## src/rtl/etapa_busqueda_if.sv

```systemverilog
// ============================================================================
// Module      : etapa_busqueda_if
// Description : Instruction-memory, redirect and decode handshake bundle for
//               the fetch stage. The master side is the fetch stage.
// Revision    : 1.0 - initial release
// ============================================================================
`default_nettype none

interface etapa_busqueda_if;
    logic        imem_req;
    logic [31:0] imem_addr;
    logic        imem_ack;
    logic [31:0] imem_rdata;
    logic        redirect;
    logic [31:0] redirect_pc;
    logic        id_ready;
    logic        if_valid;
    logic [31:0] if_instr;
    logic [5:0]  if_op;
    logic [31:0] if_pc4;
    logic        align_err;

    modport master (
        output imem_req,
        output imem_addr,
        input  imem_ack,
        input  imem_rdata,
        input  redirect,
        input  redirect_pc,
        input  id_ready,
        output if_valid,
        output if_instr,
        output if_op,
        output if_pc4,
        output align_err
    );

    modport slave (
        input  imem_req,
        input  imem_addr,
        output imem_ack,
        output imem_rdata,
        output redirect,
        output redirect_pc,
        output id_ready,
        input  if_valid,
        input  if_instr,
        input  if_op,
        input  if_pc4,
        input  align_err
    );
endinterface

`default_nettype wire

```

## src/rtl/etapa_busqueda.sv

```systemverilog
// ============================================================================
// Module      : etapa_busqueda
// Description : Instruction-fetch stage: owns the PC, fetches words over a
//               req/ack handshake into a 2-entry queue, serves decode under
//               valid/ready and handles branch/jump redirects.
//               Optional macro ETAPA_BUSQUEDA_ALIGN_CHECK_EN enables redirect
//               alignment checking and forces word-aligned redirect targets.
// Revision    : 1.0 - initial release
// ============================================================================
`default_nettype none

module etapa_busqueda #(
    parameter logic [31:0] PC_RESET = 32'h0000_0000
) (
    input  wire logic             clk,
    input  wire logic             rst_n,
    etapa_busqueda_if.master      bus
);

    localparam logic [1:0] ST_IDLE  = 2'd0;
    localparam logic [1:0] ST_REQ   = 2'd1;
    localparam logic [1:0] ST_DRAIN = 2'd2;

    logic [1:0]        state_q,     state_d;
    logic [31:0]       pc_q,        pc_d;
    logic [31:0]       req_addr_q,  req_addr_d;
    logic [1:0]        count_q,     count_d;
    logic              head_q,      head_d;
    logic [1:0][31:0]  instr_q,     instr_d;
    logic [1:0][31:0]  pc4_q,       pc4_d;
    logic              align_err_q, align_err_d;

    logic        in_flight;
    logic        pop;
    logic        push;
    logic [1:0]  occ_next;
    logic        room;
    logic        wr_idx;
    logic [31:0] tgt;
    logic        misalign;

`ifdef ETAPA_BUSQUEDA_ALIGN_CHECK_EN
    assign tgt      = {bus.redirect_pc[31:2], 2'b00};
    assign misalign = bus.redirect & (|bus.redirect_pc[1:0]);
`else
    assign tgt      = bus.redirect_pc;
    assign misalign = 1'b0;
`endif

    assign in_flight = (state_q == ST_REQ) || (state_q == ST_DRAIN);
    assign pop       = (count_q != 2'd0) & bus.id_ready & ~bus.redirect;
    assign push      = bus.imem_ack & (state_q == ST_REQ) & ~bus.redirect;
    assign occ_next  = count_q + {1'b0, push} - {1'b0, pop};
    // A request is only issued if its data is guaranteed a free slot.
    assign room      = (occ_next < 2'd2);
    assign wr_idx    = head_q ^ count_q[0];

    always_comb begin
        state_d     = state_q;
        pc_d        = pc_q;
        req_addr_d  = req_addr_q;
        count_d     = count_q;
        head_d      = head_q;
        instr_d     = instr_q;
        pc4_d       = pc4_q;
        align_err_d = misalign;

        if (bus.redirect) begin
            count_d = 2'd0;
            if (in_flight && !bus.imem_ack) begin
                // The outstanding request cannot be cancelled; wait out its ack.
                state_d = ST_DRAIN;
                pc_d    = tgt;
            end else begin
                state_d    = ST_REQ;
                req_addr_d = tgt;
                pc_d       = tgt + 32'd4;
            end
        end else begin
            count_d = occ_next;
            if (pop) begin
                head_d = ~head_q;
            end
            if (push) begin
                instr_d[wr_idx] = bus.imem_rdata;
                pc4_d[wr_idx]   = req_addr_q + 32'd4;
            end

            case (state_q)
                ST_IDLE: begin
                    if (room) begin
                        state_d    = ST_REQ;
                        req_addr_d = pc_q;
                        pc_d       = pc_q + 32'd4;
                    end
                end
                ST_REQ: begin
                    if (bus.imem_ack) begin
                        if (room) begin
                            state_d    = ST_REQ;
                            req_addr_d = pc_q;
                            pc_d       = pc_q + 32'd4;
                        end else begin
                            state_d = ST_IDLE;
                        end
                    end
                end
                ST_DRAIN: begin
                    if (bus.imem_ack) begin
                        state_d    = ST_REQ;
                        req_addr_d = pc_q;
                        pc_d       = pc_q + 32'd4;
                    end
                end
                default: begin
                    state_d = ST_IDLE;
                end
            endcase
        end
    end

    always_ff @(posedge clk or negedge rst_n) begin
        if (!rst_n) begin
            state_q     <= ST_IDLE;
            pc_q        <= PC_RESET;
            req_addr_q  <= PC_RESET;
            count_q     <= 2'd0;
            head_q      <= 1'b0;
            instr_q     <= '0;
            pc4_q       <= '0;
            align_err_q <= 1'b0;
        end else begin
            state_q     <= state_d;
            pc_q        <= pc_d;
            req_addr_q  <= req_addr_d;
            count_q     <= count_d;
            head_q      <= head_d;
            instr_q     <= instr_d;
            pc4_q       <= pc4_d;
            align_err_q <= align_err_d;
        end
    end

    assign bus.imem_req  = in_flight;
    assign bus.imem_addr = req_addr_q;
    assign bus.if_valid  = (count_q != 2'd0);
    assign bus.if_instr  = instr_q[head_q];
    assign bus.if_op     = instr_q[head_q][31:26];
    assign bus.if_pc4    = pc4_q[head_q];
    assign bus.align_err = align_err_q;

endmodule

`default_nettype wire

```

## src/flat_wrapper.sv

```systemverilog
// flat-port wrapper written by rule: the top's interface ports become plain ports
module etapa_busqueda_flat 
#(
    parameter logic [31:0] PC_RESET = 32'h0000_0000
)
  (clk, rst_n, bus_imem_req, bus_imem_addr, bus_imem_ack, bus_imem_rdata, bus_redirect, bus_redirect_pc, bus_id_ready, bus_if_valid, bus_if_instr, bus_if_op, bus_if_pc4, bus_align_err);
  etapa_busqueda_if bus_i ();
  input  wire logic clk;
  input  wire logic rst_n;
  output wire logic [$bits(bus_i.imem_req)-1:0] bus_imem_req;
  output wire logic [$bits(bus_i.imem_addr)-1:0] bus_imem_addr;
  input wire logic [$bits(bus_i.imem_ack)-1:0] bus_imem_ack;
  input wire logic [$bits(bus_i.imem_rdata)-1:0] bus_imem_rdata;
  input wire logic [$bits(bus_i.redirect)-1:0] bus_redirect;
  input wire logic [$bits(bus_i.redirect_pc)-1:0] bus_redirect_pc;
  input wire logic [$bits(bus_i.id_ready)-1:0] bus_id_ready;
  output wire logic [$bits(bus_i.if_valid)-1:0] bus_if_valid;
  output wire logic [$bits(bus_i.if_instr)-1:0] bus_if_instr;
  output wire logic [$bits(bus_i.if_op)-1:0] bus_if_op;
  output wire logic [$bits(bus_i.if_pc4)-1:0] bus_if_pc4;
  output wire logic [$bits(bus_i.align_err)-1:0] bus_align_err;
  assign bus_imem_req = bus_i.imem_req;
  assign bus_imem_addr = bus_i.imem_addr;
  assign bus_i.imem_ack = bus_imem_ack;
  assign bus_i.imem_rdata = bus_imem_rdata;
  assign bus_i.redirect = bus_redirect;
  assign bus_i.redirect_pc = bus_redirect_pc;
  assign bus_i.id_ready = bus_id_ready;
  assign bus_if_valid = bus_i.if_valid;
  assign bus_if_instr = bus_i.if_instr;
  assign bus_if_op = bus_i.if_op;
  assign bus_if_pc4 = bus_i.if_pc4;
  assign bus_align_err = bus_i.align_err;
  etapa_busqueda #(.PC_RESET(PC_RESET)) u_core (.clk(clk), .rst_n(rst_n), .bus(bus_i));
endmodule
```

## config.mk

```make
export PLATFORM = sky130hd
export DESIGN_NAME = etapa_busqueda_flat
export DESIGN_NICKNAME = d
export VERILOG_FILES = /design/src/rtl/etapa_busqueda_if.sv /design/src/rtl/etapa_busqueda.sv /design/src/flat_wrapper.sv
export SDC_FILE = /design/constraint.sdc
export NUM_CORES = 1
export LEC_CHECK = 0
export ABC_AREA = 1
export BUFFER_PORTS_ARGS = -buffer_cell sky130_fd_sc_hd__buf_2
export CORE_UTILIZATION = 40
export DETAILED_ROUTE_END_ITERATION = 6
export PLACE_DENSITY_LB_ADDON = 0.15
export SYNTH_ARGS = -nofsm -noshare
export SYNTH_HDL_FRONTEND = slang
export SYNTH_SLANG_ARGS = --single-unit
```

## constraint.sdc

```tcl
create_clock -name clk -period 4.7 [get_ports clk]
set_input_delay 1.41 -clock clk [delete_from_list [all_inputs] [get_ports clk]]
set_output_delay 1.41 -clock clk [all_outputs]
set_load 0.1 [all_outputs]
```

; ---- After elaboration in Yosys (flattened, before gate mapping)
; Index checks and enable logic that the tools add are counted.
[totals]
in_bits = 69
out_inout_bits = 105
mem_bits_rw = 0
memories = 0
latchBits = 0
ff_bits = 197
romBits = 0
[op_classes]
n_mul = 0
shift = 0
mux = 28
addsub = 5
div = 0
eq_ne = 6
magnitude_cmp = 4
bitwise_logic = 7
n_reduce_logical = 12
[op_table]
columns = cell, count
row1 = 2-to-1 mux 32 bit, 15
row2 = one-hot mux 32 bit (3 select lines), 2
row3 = bitwise mux 64 bit, 2
row4 = adder 32 x 3 -> 32 bit (second input constant), 3
row5 = demux 32 bit (select 1 bit), 1
row6 = 2-to-1 mux 2 bit, 6
row7 = inequality test 3 bit (second input constant), 2
row8 = one-hot mux 2 bit (3 select lines), 1
row9 = AND reduction 3 bit, 2
row10 = bitwise AND 1 bit, 4
row11 = less-than comparator 1 x 2 -> 1 bit (second input constant), 2
row12 = AND reduction 2 bit, 2
row13 = AND reduction 4 bit, 1
row14 = nonzero test 4 bit, 1
row15 = inequality test 3 x 2 -> 1 bit (second input constant), 1
row16 = adder 2 x 1 -> 2 bit, 1
row17 = == test 2 x 1 -> 1 bit (second input constant), 1
row18 = == test 2 bit (second input constant), 1
row19 = logical AND 1 bit, 2
row20 = zero test 2 bit, 1
row21 = less-than comparator 2 bit (second input constant), 1
row22 = inequality test 2 bit (second input constant), 1
row23 = NOT 1 bit, 2
row24 = nonzero test 2 bit, 1
row25 = 6 further kinds, 6

; ---- Longest topological paths before layout
; Gate-level depths: netlist of run 1.
[depth]
word_depth = 10
ltp_mapped = 17
ltp_nobuf = 16

; ---- Worst setup path before layout of run 1
; OpenSTA, ideal clock, no wires.
[synth_timing]
kind = register to output
start = register u_core.head_q
end = output port bus_if_pc4[22]
required_ns = 3.290
t_arrival_ns = 2.801
setup_slack_ns = 0.489
n_path_buf = 2
path_stages_with_launch = 4
cell_sequence = dfrtp_1 buf_6 clkbuf_1 o21ai_0
[synth_between]
elab_chain_len = 2
[synth_lines]
columns = item, line
row1 = start: declaration, etapa_busqueda.sv:28  ; logic head_q, head_d;
row2 = start signal: assignment, etapa_busqueda.sv:128  ; head_q <= 1'b0;
row3 = start signal: assignment, etapa_busqueda.sv:137  ; head_q <= head_d;
row4 = 2-to-1 mux 32 bit (implied by the code) (2 in a row), etapa_busqueda.sv:149  ; assign bus.if_pc4 = pc4_q[head_q];
row5 = end: declaration, flat_wrapper.sv:20  ; output wire logic [$bits(bus_i.if_pc4)-1:0] bus_if_pc4;
; Every way passes these cells. The select of a mux whose other input is x is not followed.

; ---- Worst setup path after layout of run 1
[layout_timing]
start = register u_core.head_q
end = output port bus_if_pc4[31]
; The elaborated chain is that of the path after synthesis.

==> impl_metrics.tcl, run 1 <==
set metrics [dict create \
    result_of_the_run "finished clean" \
    synth.cells.most_frequent "sky130_fd_sc_hd__nand2_1 (696), sky130_fd_sc_hd__dfrtp_1 (197), sky130_fd_sc_hd__inv_1 (159)" \
    grt_first_pass_wirelength_um 52500 \
    pre_cts_slack_ns 0.932 \
    finish.instance_area_mm2 0.0132 \
    end_kind "primary output" \
    via_per_inst 4.93 \
    ys_types 39 \
    final.fill_count 2999 \
    synth_area_leader_cell "sky130_fd_sc_hd__dfrtp_1" \
    groute.layer.met2.usage_pct 35.4 \
    placement_rows 61 \
    cts_buffers 17 \
    cts_repair_resize_count 0 \
    period_needed_ns 3.71 \
    drv_cap 0 \
    cpPeakStageDelay_ns 0.68 \
    post-cts-setup-buffer-count 0 \
    share_of_final_layout_standard_cells_stronger_than_drive_strength_1_pct 14.2 \
    cp_cell_sequence "buf_4 -> nand2_1 -> o21ai_0 -> buf_2" \
    yosysSeqAreaShare_pct 42.8 \
    synthesis.area_mm2 0.0115 \
    synth_seq_cells 197 \
    globalRoute.busiestLayer "met2" \
    place.detailed.hpwl_um 24100 \
    tritoncts_num_sinks 197 \
    max_freq_ghz 0.269 \
    gr-total-overflow 0 \
    cp.arrival_ns 2.30 \
    postSynth.topFlopCell "sky130_fd_sc_hd__dfrtp_1" \
    synth_warnings 0 \
    synth_area_per_cell_um2 6.92 \
    finalWorstSetupSlack_ns 0.986 \
    cts_hold_repair.buffers 0 \
    gr-usage-all-layers_pct 23.0 \
    htree_levels 4 \
    max_slew.worst_pin.slew_ns 1.07 \
    grtUsageMet1_pct 34.4 \
    setup_tns_ns 0 \
    final_net_count 1877 \
    dieArea_mm2 0.0295 \
    start_kind "register" \
    worstPathRequired_ns 3.29 \
    horizontal_die_dimension_um 172 \
    wl_per_cell_um 15.0 \
    wl_um 32900 \
    initial_utilization_pct 41.1 \
    grt_start_max_net_pins 107 \
    path_class "register to primary output" \
    report.final.hold_viol_count 0 \
    synthesis.nets 1744 \
    first_iter_violations 945 \
    detail_route.first_pass.iterations 5 \
    drc 0 \
    first_global_vias 9697 \
    clock_tree.root_cell "sky130_fd_sc_hd__clkbuf_16" \
    synth_top_area_share_pct 42.8 \
    multi_input_area_mm2 0.00556 \
    combined_flip_flop_and_latch_cell_area_mm2 0.00493 \
    fin_worst_skew_ns 0.0183 \
    synth-edff-count 0 \
    reg2reg_setup_slack_ns 1.94 \
    report.final.setup_viol 0 \
    top_level_ports 174 \
    syn_to_final_growth_pct 14.3 \
    antenna_diode_count 0 \
    rsz0062_at_grt "false" \
    final_weighted_congestion_in_routability_driven_placement 0.893 \
    post_synth_main_area_contributors "sky130_fd_sc_hd__dfrtp_1 (43%), sky130_fd_sc_hd__nand2_1 (23%), sky130_fd_sc_hd__o21ai_0 (5.4%)" \
    finalCritPeriodShare_pct 79.0 \
    worst_path_max_delay_cell "sky130_fd_sc_hd__dfrtp_2" \
    cts_max_path_buffers 2 \
    postSynth.asyncResetShare_pct 100 \
    report.final.slew_viol_count 0 \
    antenna_found_initial 0 \
    dpl_cell_area_mm2 0.0126 \
    vias 10788 \
    count_of_mapped_cells_out_of_synthesis 1666 \
    die_height_um 172 \
    worstHoldPathType "register to register" \
    use_met3_pct 2.19 \
    placed_cells 2158 \
    buffer_ports.inserted 172 \
    path_clk_slew_ns 0.08 \
    final-instance-count-excl-fill 2190 \
    synthMostInstantiatedCell "sky130_fd_sc_hd__nand2_1" \
    cts_tree "done" \
    clk-insertion-delay-late_ns 0.44 \
    max_slew_margin_pct 28.7 \
    critPathMaxFanout 40 \
    core_region_area_mm2 0.0281 \
    drtAntennaViolNets 0 \
]
==> per-layer routing <==
| metal | up-vias | wire length (um) |
|---|---|---|
| li1 | 5487 | - |
| met1 | 4965 | 16500 |
| met2 | 303 | 14600 |
| met3 | 33 | 1280 |
| met4 | 0 | 493 |
| met5 | - | 0 |
==> sequential cells by signal, summed over array words and instances, names as in the netlist <==
name / flops
u_core.count_q: 2
u_core.instr_q: 64
u_core.pc_q: 32
u_core.bus.imem_addr: 32
u_core.pc4_q: 64
u_core.head_q: 1
u_core.state_q: 2
==> kinds of logic (layout without fill, tap and decap cells) <==
logic type / Yosys count / in the layout / synth area share, %
compound gates: 228 / 228 / 10.1
xor+xnor: 37 / 37 / 2.97
fa+ha+maj: 9 / 9 / 0.977
buf+inv: 240 / 386 / 9.06
flops: 197 / 197 / 42.8
other cells: 1 / 1 / 0.0325
simple gates: 954 / 954 / 34.1
==> area by class of cell <==
cell class	instances	area share [%]
Clock buffer	18	3.26
Clock inverter	14	1.24
Inverter	167	4.76
Multi-Input combinational cell	1229	42.2
Sequential cell	197	37.4
Tap cell	378	3.59
Timing Repair Buffer	187	7.55
==> placed cells by master, fill, tap and decap left out, types with 2 or more instances in the layout <==
cell / Yosys / routed
sky130_fd_sc_hd__nand3b_1: 3 / 3
sky130_fd_sc_hd__nor3_2: 5 / 5
sky130_fd_sc_hd__nor3_1: 17 / 17
sky130_fd_sc_hd__dfrtp_1: 197 / 196
sky130_fd_sc_hd__a21oi_1: 19 / 19
sky130_fd_sc_hd__o21ai_1: 75 / 75
sky130_fd_sc_hd__xnor2_1: 2 / 2
sky130_fd_sc_hd__o31ai_1: 2 / 2
sky130_fd_sc_hd__buf_4: 12 / 14
sky130_fd_sc_hd__inv_8: 0 / 4
sky130_fd_sc_hd__nand3_1: 82 / 82
sky130_fd_sc_hd__nand4_1: 15 / 15
sky130_fd_sc_hd__a31oi_1: 3 / 3
sky130_fd_sc_hd__nor2_1: 108 / 108
sky130_fd_sc_hd__o21ai_0: 125 / 125
sky130_fd_sc_hd__clkbuf_16: 0 / 17
sky130_fd_sc_hd__ha_1: 9 / 9
sky130_fd_sc_hd__inv_1: 159 / 159
sky130_fd_sc_hd__nand2_1: 696 / 696
sky130_fd_sc_hd__xor2_1: 34 / 34
sky130_fd_sc_hd__nand3_2: 6 / 6
sky130_fd_sc_hd__buf_2: 17 / 171
sky130_fd_sc_hd__nor2_4: 6 / 6
sky130_fd_sc_hd__and2_1: 2 / 2
sky130_fd_sc_hd__nor2_2: 7 / 7
sky130_fd_sc_hd__nand2_2: 4 / 4
sky130_fd_sc_hd__inv_6: 0 / 4
sky130_fd_sc_hd__clkinv_8: 0 / 2
sky130_fd_sc_hd__inv_2: 7 / 7
==> per-stage QoR <==
step | hold WS, ns | utilization (%)
final | 0.476 | 46.9
after detailed placement | 0.460 | 44.8
after global placement | 0.455 | 44.8
after floorplan | 0.438 | -
after CTS | 0.479 | 46.9
after global routing | 0.500 | 46.9
==> final timing paths <==
path                                              start                                    to  depth (start not counted)
setup / recovery              u_core.head_q$_DFFE_PN0P_                        bus_if_pc4[31]                          4
hold / removal             u_core.pc4_q[37]$_DFFE_PN0P_          u_core.pc4_q[37]$_DFFE_PN0P_                          2
setup reg to reg            u_core.count_q[0]$_DFF_PN0_  u_core.bus.imem_addr[27]$_DFFE_PN0P_                         15
hold reg to reg            u_core.pc4_q[37]$_DFFE_PN0P_          u_core.pc4_q[37]$_DFFE_PN0P_                          2
max in group asynchronous                         rst_n             u_core.head_q$_DFFE_PN0P_                          2
min in group asynchronous                         rst_n         u_core.instr_q[7]$_DFFE_PN0P_                          1
==> worst max-delay path: cells and delay by family (launching register included) <==
family	cells	cell delay, ns
buf+inv	2	0.95
compound gates	1	0.14
flops	1	0.68
simple gates	1	0.09
Power of run 1 is not shown: default switching activity piles up to over one toggle a cycle in this logic, so the estimate is an artifact.
==> inputs of run 2 (changes only) <==
ABC_AREA = 0   (was 1)
clock period = 3.5 ns   (was 4.7 ns; I/O delays follow)
==> impl_metrics.tcl, run 2 <==
set metrics [dict create \
    cts_max_path_buffers 2 \
    grtUsageMet1_pct 26.7 \
    postSynth.asyncResetShare_pct 100 \
    max_freq_ghz 0.329 \
    wl_um 23200 \
    drtAntennaViolNets 0 \
    finalWorstSetupSlack_ns 0.462 \
    groute.layer.met2.usage_pct 27.8 \
    critPathMaxFanout 62 \
    largest_registers "u_core.instr_q x64, u_core.pc4_q x64" \
    postSynth.topFlopCell "sky130_fd_sc_hd__dfrtp_1" \
    final_weighted_congestion_in_routability_driven_placement 0.803 \
    place.detailed.hpwl_um 16100 \
    report.final.hold_viol_count 0 \
    setup_tns_ns 0 \
    first_iter_violations 450 \
    cts_repair_resize_count 0 \
    combined_flip_flop_and_latch_cell_area_mm2 0.00493 \
    result_of_the_run "finished clean" \
    via_per_inst 5.17 \
    reg2reg_setup_slack_ns 0.68 \
    antenna_found_initial 0 \
    placement_rows 57 \
    gr-total-overflow 0 \
    cts_tree "done" \
    max_slew_margin_pct 42.0 \
    synth_area_leader_cell "sky130_fd_sc_hd__dfrtp_1" \
    globalRoute.busiestLayer "met2" \
    synth_warnings 0 \
    final.fill_count 2341 \
    period_needed_ns 3.04 \
    worst_path_max_delay_cell "sky130_fd_sc_hd__dfrtp_2" \
    dieArea_mm2 0.0260 \
    synthesis.nets 1013 \
    hold_path_depth 1 \
    report.final.setup_viol 0 \
    detail_route.first_pass.iterations 5 \
    syn_to_final_growth_pct 17.9 \
    pre_cts_slack_ns 0.293 \
    mostFrequentLayoutCell "sky130_fd_sc_hd__dfrtp_1" \
    synth-edff-count 0 \
    tritoncts_num_sinks 197 \
    grt_start_max_net_pins 91 \
    use_met3_pct 3.21 \
    post_synth_main_area_contributors "sky130_fd_sc_hd__dfrtp_1 (49%), sky130_fd_sc_hd__mux2_2 (15%), sky130_fd_sc_hd__mux2i_1 (5.3%)" \
    buffer_ports.inserted 172 \
    vias 7341 \
    synthMostInstantiatedCell "sky130_fd_sc_hd__dfrtp_1" \
    synth_top_area_share_pct 48.6 \
    cts_buffers 17 \
    worstHoldPathType "register to register" \
    antenna_diode_count 0 \
    fin_worst_skew_ns 0.0166 \
    rsz0062_at_grt "false" \
    worstPathRequired_ns 2.45 \
    finalCritPeriodShare_pct 86.8 \
    drc 0 \
    cp.arrival_ns 1.99 \
    share_of_final_layout_standard_cells_stronger_than_drive_strength_1_pct 33.2 \
    synth_area_per_cell_um2 10.8 \
    drv_cap 0 \
    first_global_vias 7048 \
    ys_types 42 \
    post-cts-setup-buffer-count 0 \
    cts_hold_repair.buffers 0 \
    synth_seq_cells 197 \
    top_level_ports 174 \
    multi_input_area_mm2 0.00492 \
    clock_tree.root_cell "sky130_fd_sc_hd__clkbuf_16" \
    grt_first_pass_wirelength_um 37800 \
    die_height_um 161 \
    path_clk_slew_ns 0.08 \
    yosysSeqAreaShare_pct 48.6 \
    cpPeakStageDelay_ns 0.47 \
    final_net_count 1161 \
    gr-usage-all-layers_pct 18.4 \
    synth.cells.most_frequent "sky130_fd_sc_hd__dfrtp_1 (197), sky130_fd_sc_hd__mux2_2 (137), sky130_fd_sc_hd__nor2_1 (108)" \
    rr_worst_depth 11 \
    path_class "register to primary output" \
    core_region_area_mm2 0.0246 \
    layout_common_cells "sky130_fd_sc_hd__dfrtp_1 (196), sky130_fd_sc_hd__buf_2 (170), sky130_fd_sc_hd__mux2_2 (137), sky130_fd_sc_hd__nor2_1 (106), sky130_fd_sc_hd__a21oi_1 (86)" \
    initial_utilization_pct 41.2 \
    synthesis.area_mm2 0.0101 \
    max_slew.worst_pin.slew_ns 0.865 \
    start_kind "register" \
    clk-insertion-delay-late_ns 0.44 \
    report.final.slew_viol_count 0 \
    wl_per_cell_um 16.3 \
    horizontal_die_dimension_um 161 \
    htree_levels 4 \
    count_of_mapped_cells_out_of_synthesis 935 \
    end_kind "primary output" \
    cp_cell_sequence "buf_12 -> mux2_2 -> buf_2" \
]
==> run 2: cell count changes after synthesis, moves of 10 or more <==
cell and change:
sky130_fd_sc_hd__mux2i_1 +54, sky130_fd_sc_hd__mux2_2 +137, sky130_fd_sc_hd__xnor2_1 +39, sky130_fd_sc_hd__nand4_1 +22
sky130_fd_sc_hd__inv_1 -143, sky130_fd_sc_hd__a21oi_1 +67, sky130_fd_sc_hd__o21ai_0 -117, sky130_fd_sc_hd__o21ai_1 -75
sky130_fd_sc_hd__and3_1 +12, sky130_fd_sc_hd__nand2_1 -666, sky130_fd_sc_hd__buf_6 -10, sky130_fd_sc_hd__nand3_1 -54
sky130_fd_sc_hd__xor2_1 +13
==> run 2: logic make-up after synthesis <==
family          after synthesis  share of synthesized area [%]
buf+inv                      73                           3.08
fa+ha+maj                     9                           1.11
other cells                   1                         0.0370
flops                       197                           48.6
mux                         195                           21.0
simple gates                267                           13.0
compound gates              104                           5.40
xor+xnor                     89                           7.82
==> run 2: metrics by stage <==
step | std cells | hold WS (ns) | cell area, um2 | util, %
floorplan | 935 | 0.452 | 10100 | -
global placement | 1388 | 0.462 | 11400 | 46.2
detailed placement | 1388 | 0.476 | 11400 | 46.2
CTS | 1419 | 0.491 | 12000 | 48.6
global route | 1419 | 0.509 | 12000 | 48.6
finish | 1419 | 0.482 | 12000 | 48.6
==> run 2: path summary, 6_finish.rpt <==
check	to	start
min in group asynchronous	u_core.instr_q[60]$_DFFE_PN0P_	rst_n
setup / recovery	bus_if_op[5]	u_core.head_q$_DFFE_PN0P_
setup reg to reg	u_core.pc_q[13]$_DFFE_PN0P_	u_core.count_q[0]$_DFF_PN0_
max in group asynchronous	u_core.instr_q[37]$_DFFE_PN0P_	rst_n
hold / removal	u_core.instr_q[51]$_DFFE_PN0P_	u_core.instr_q[51]$_DFFE_PN0P_
hold reg to reg	u_core.instr_q[51]$_DFFE_PN0P_	u_core.instr_q[51]$_DFFE_PN0P_
==> run 2: layout make-up <==
cell class | instances | share of cell area [%]
multi-input combinational | 665 | 41.1
inverter | 16 | 0.502
clock inverter | 14 | 1.39
sequential | 197 | 41.2
timing repair buffer | 186 | 8.80
tap | 324 | 3.39
clock buffer | 17 | 3.56
==> run 2: per-layer routing <==
metal | vias to the layer above | routed length, um
li1 | 3587 | -
met1 | 3566 | 11400
met2 | 165 | 10500
met3 | 23 | 972
met4 | 0 | 233
met5 | - | 0
==> run 2: critical path, delay by kind of cell, from the launching register on <==
kind	cells	cell delay, ns
multiplexers	1	0.40
flip-flops	1	0.47
buffers and inverters	2	0.64
Power of run 2 is left out for the same reason.
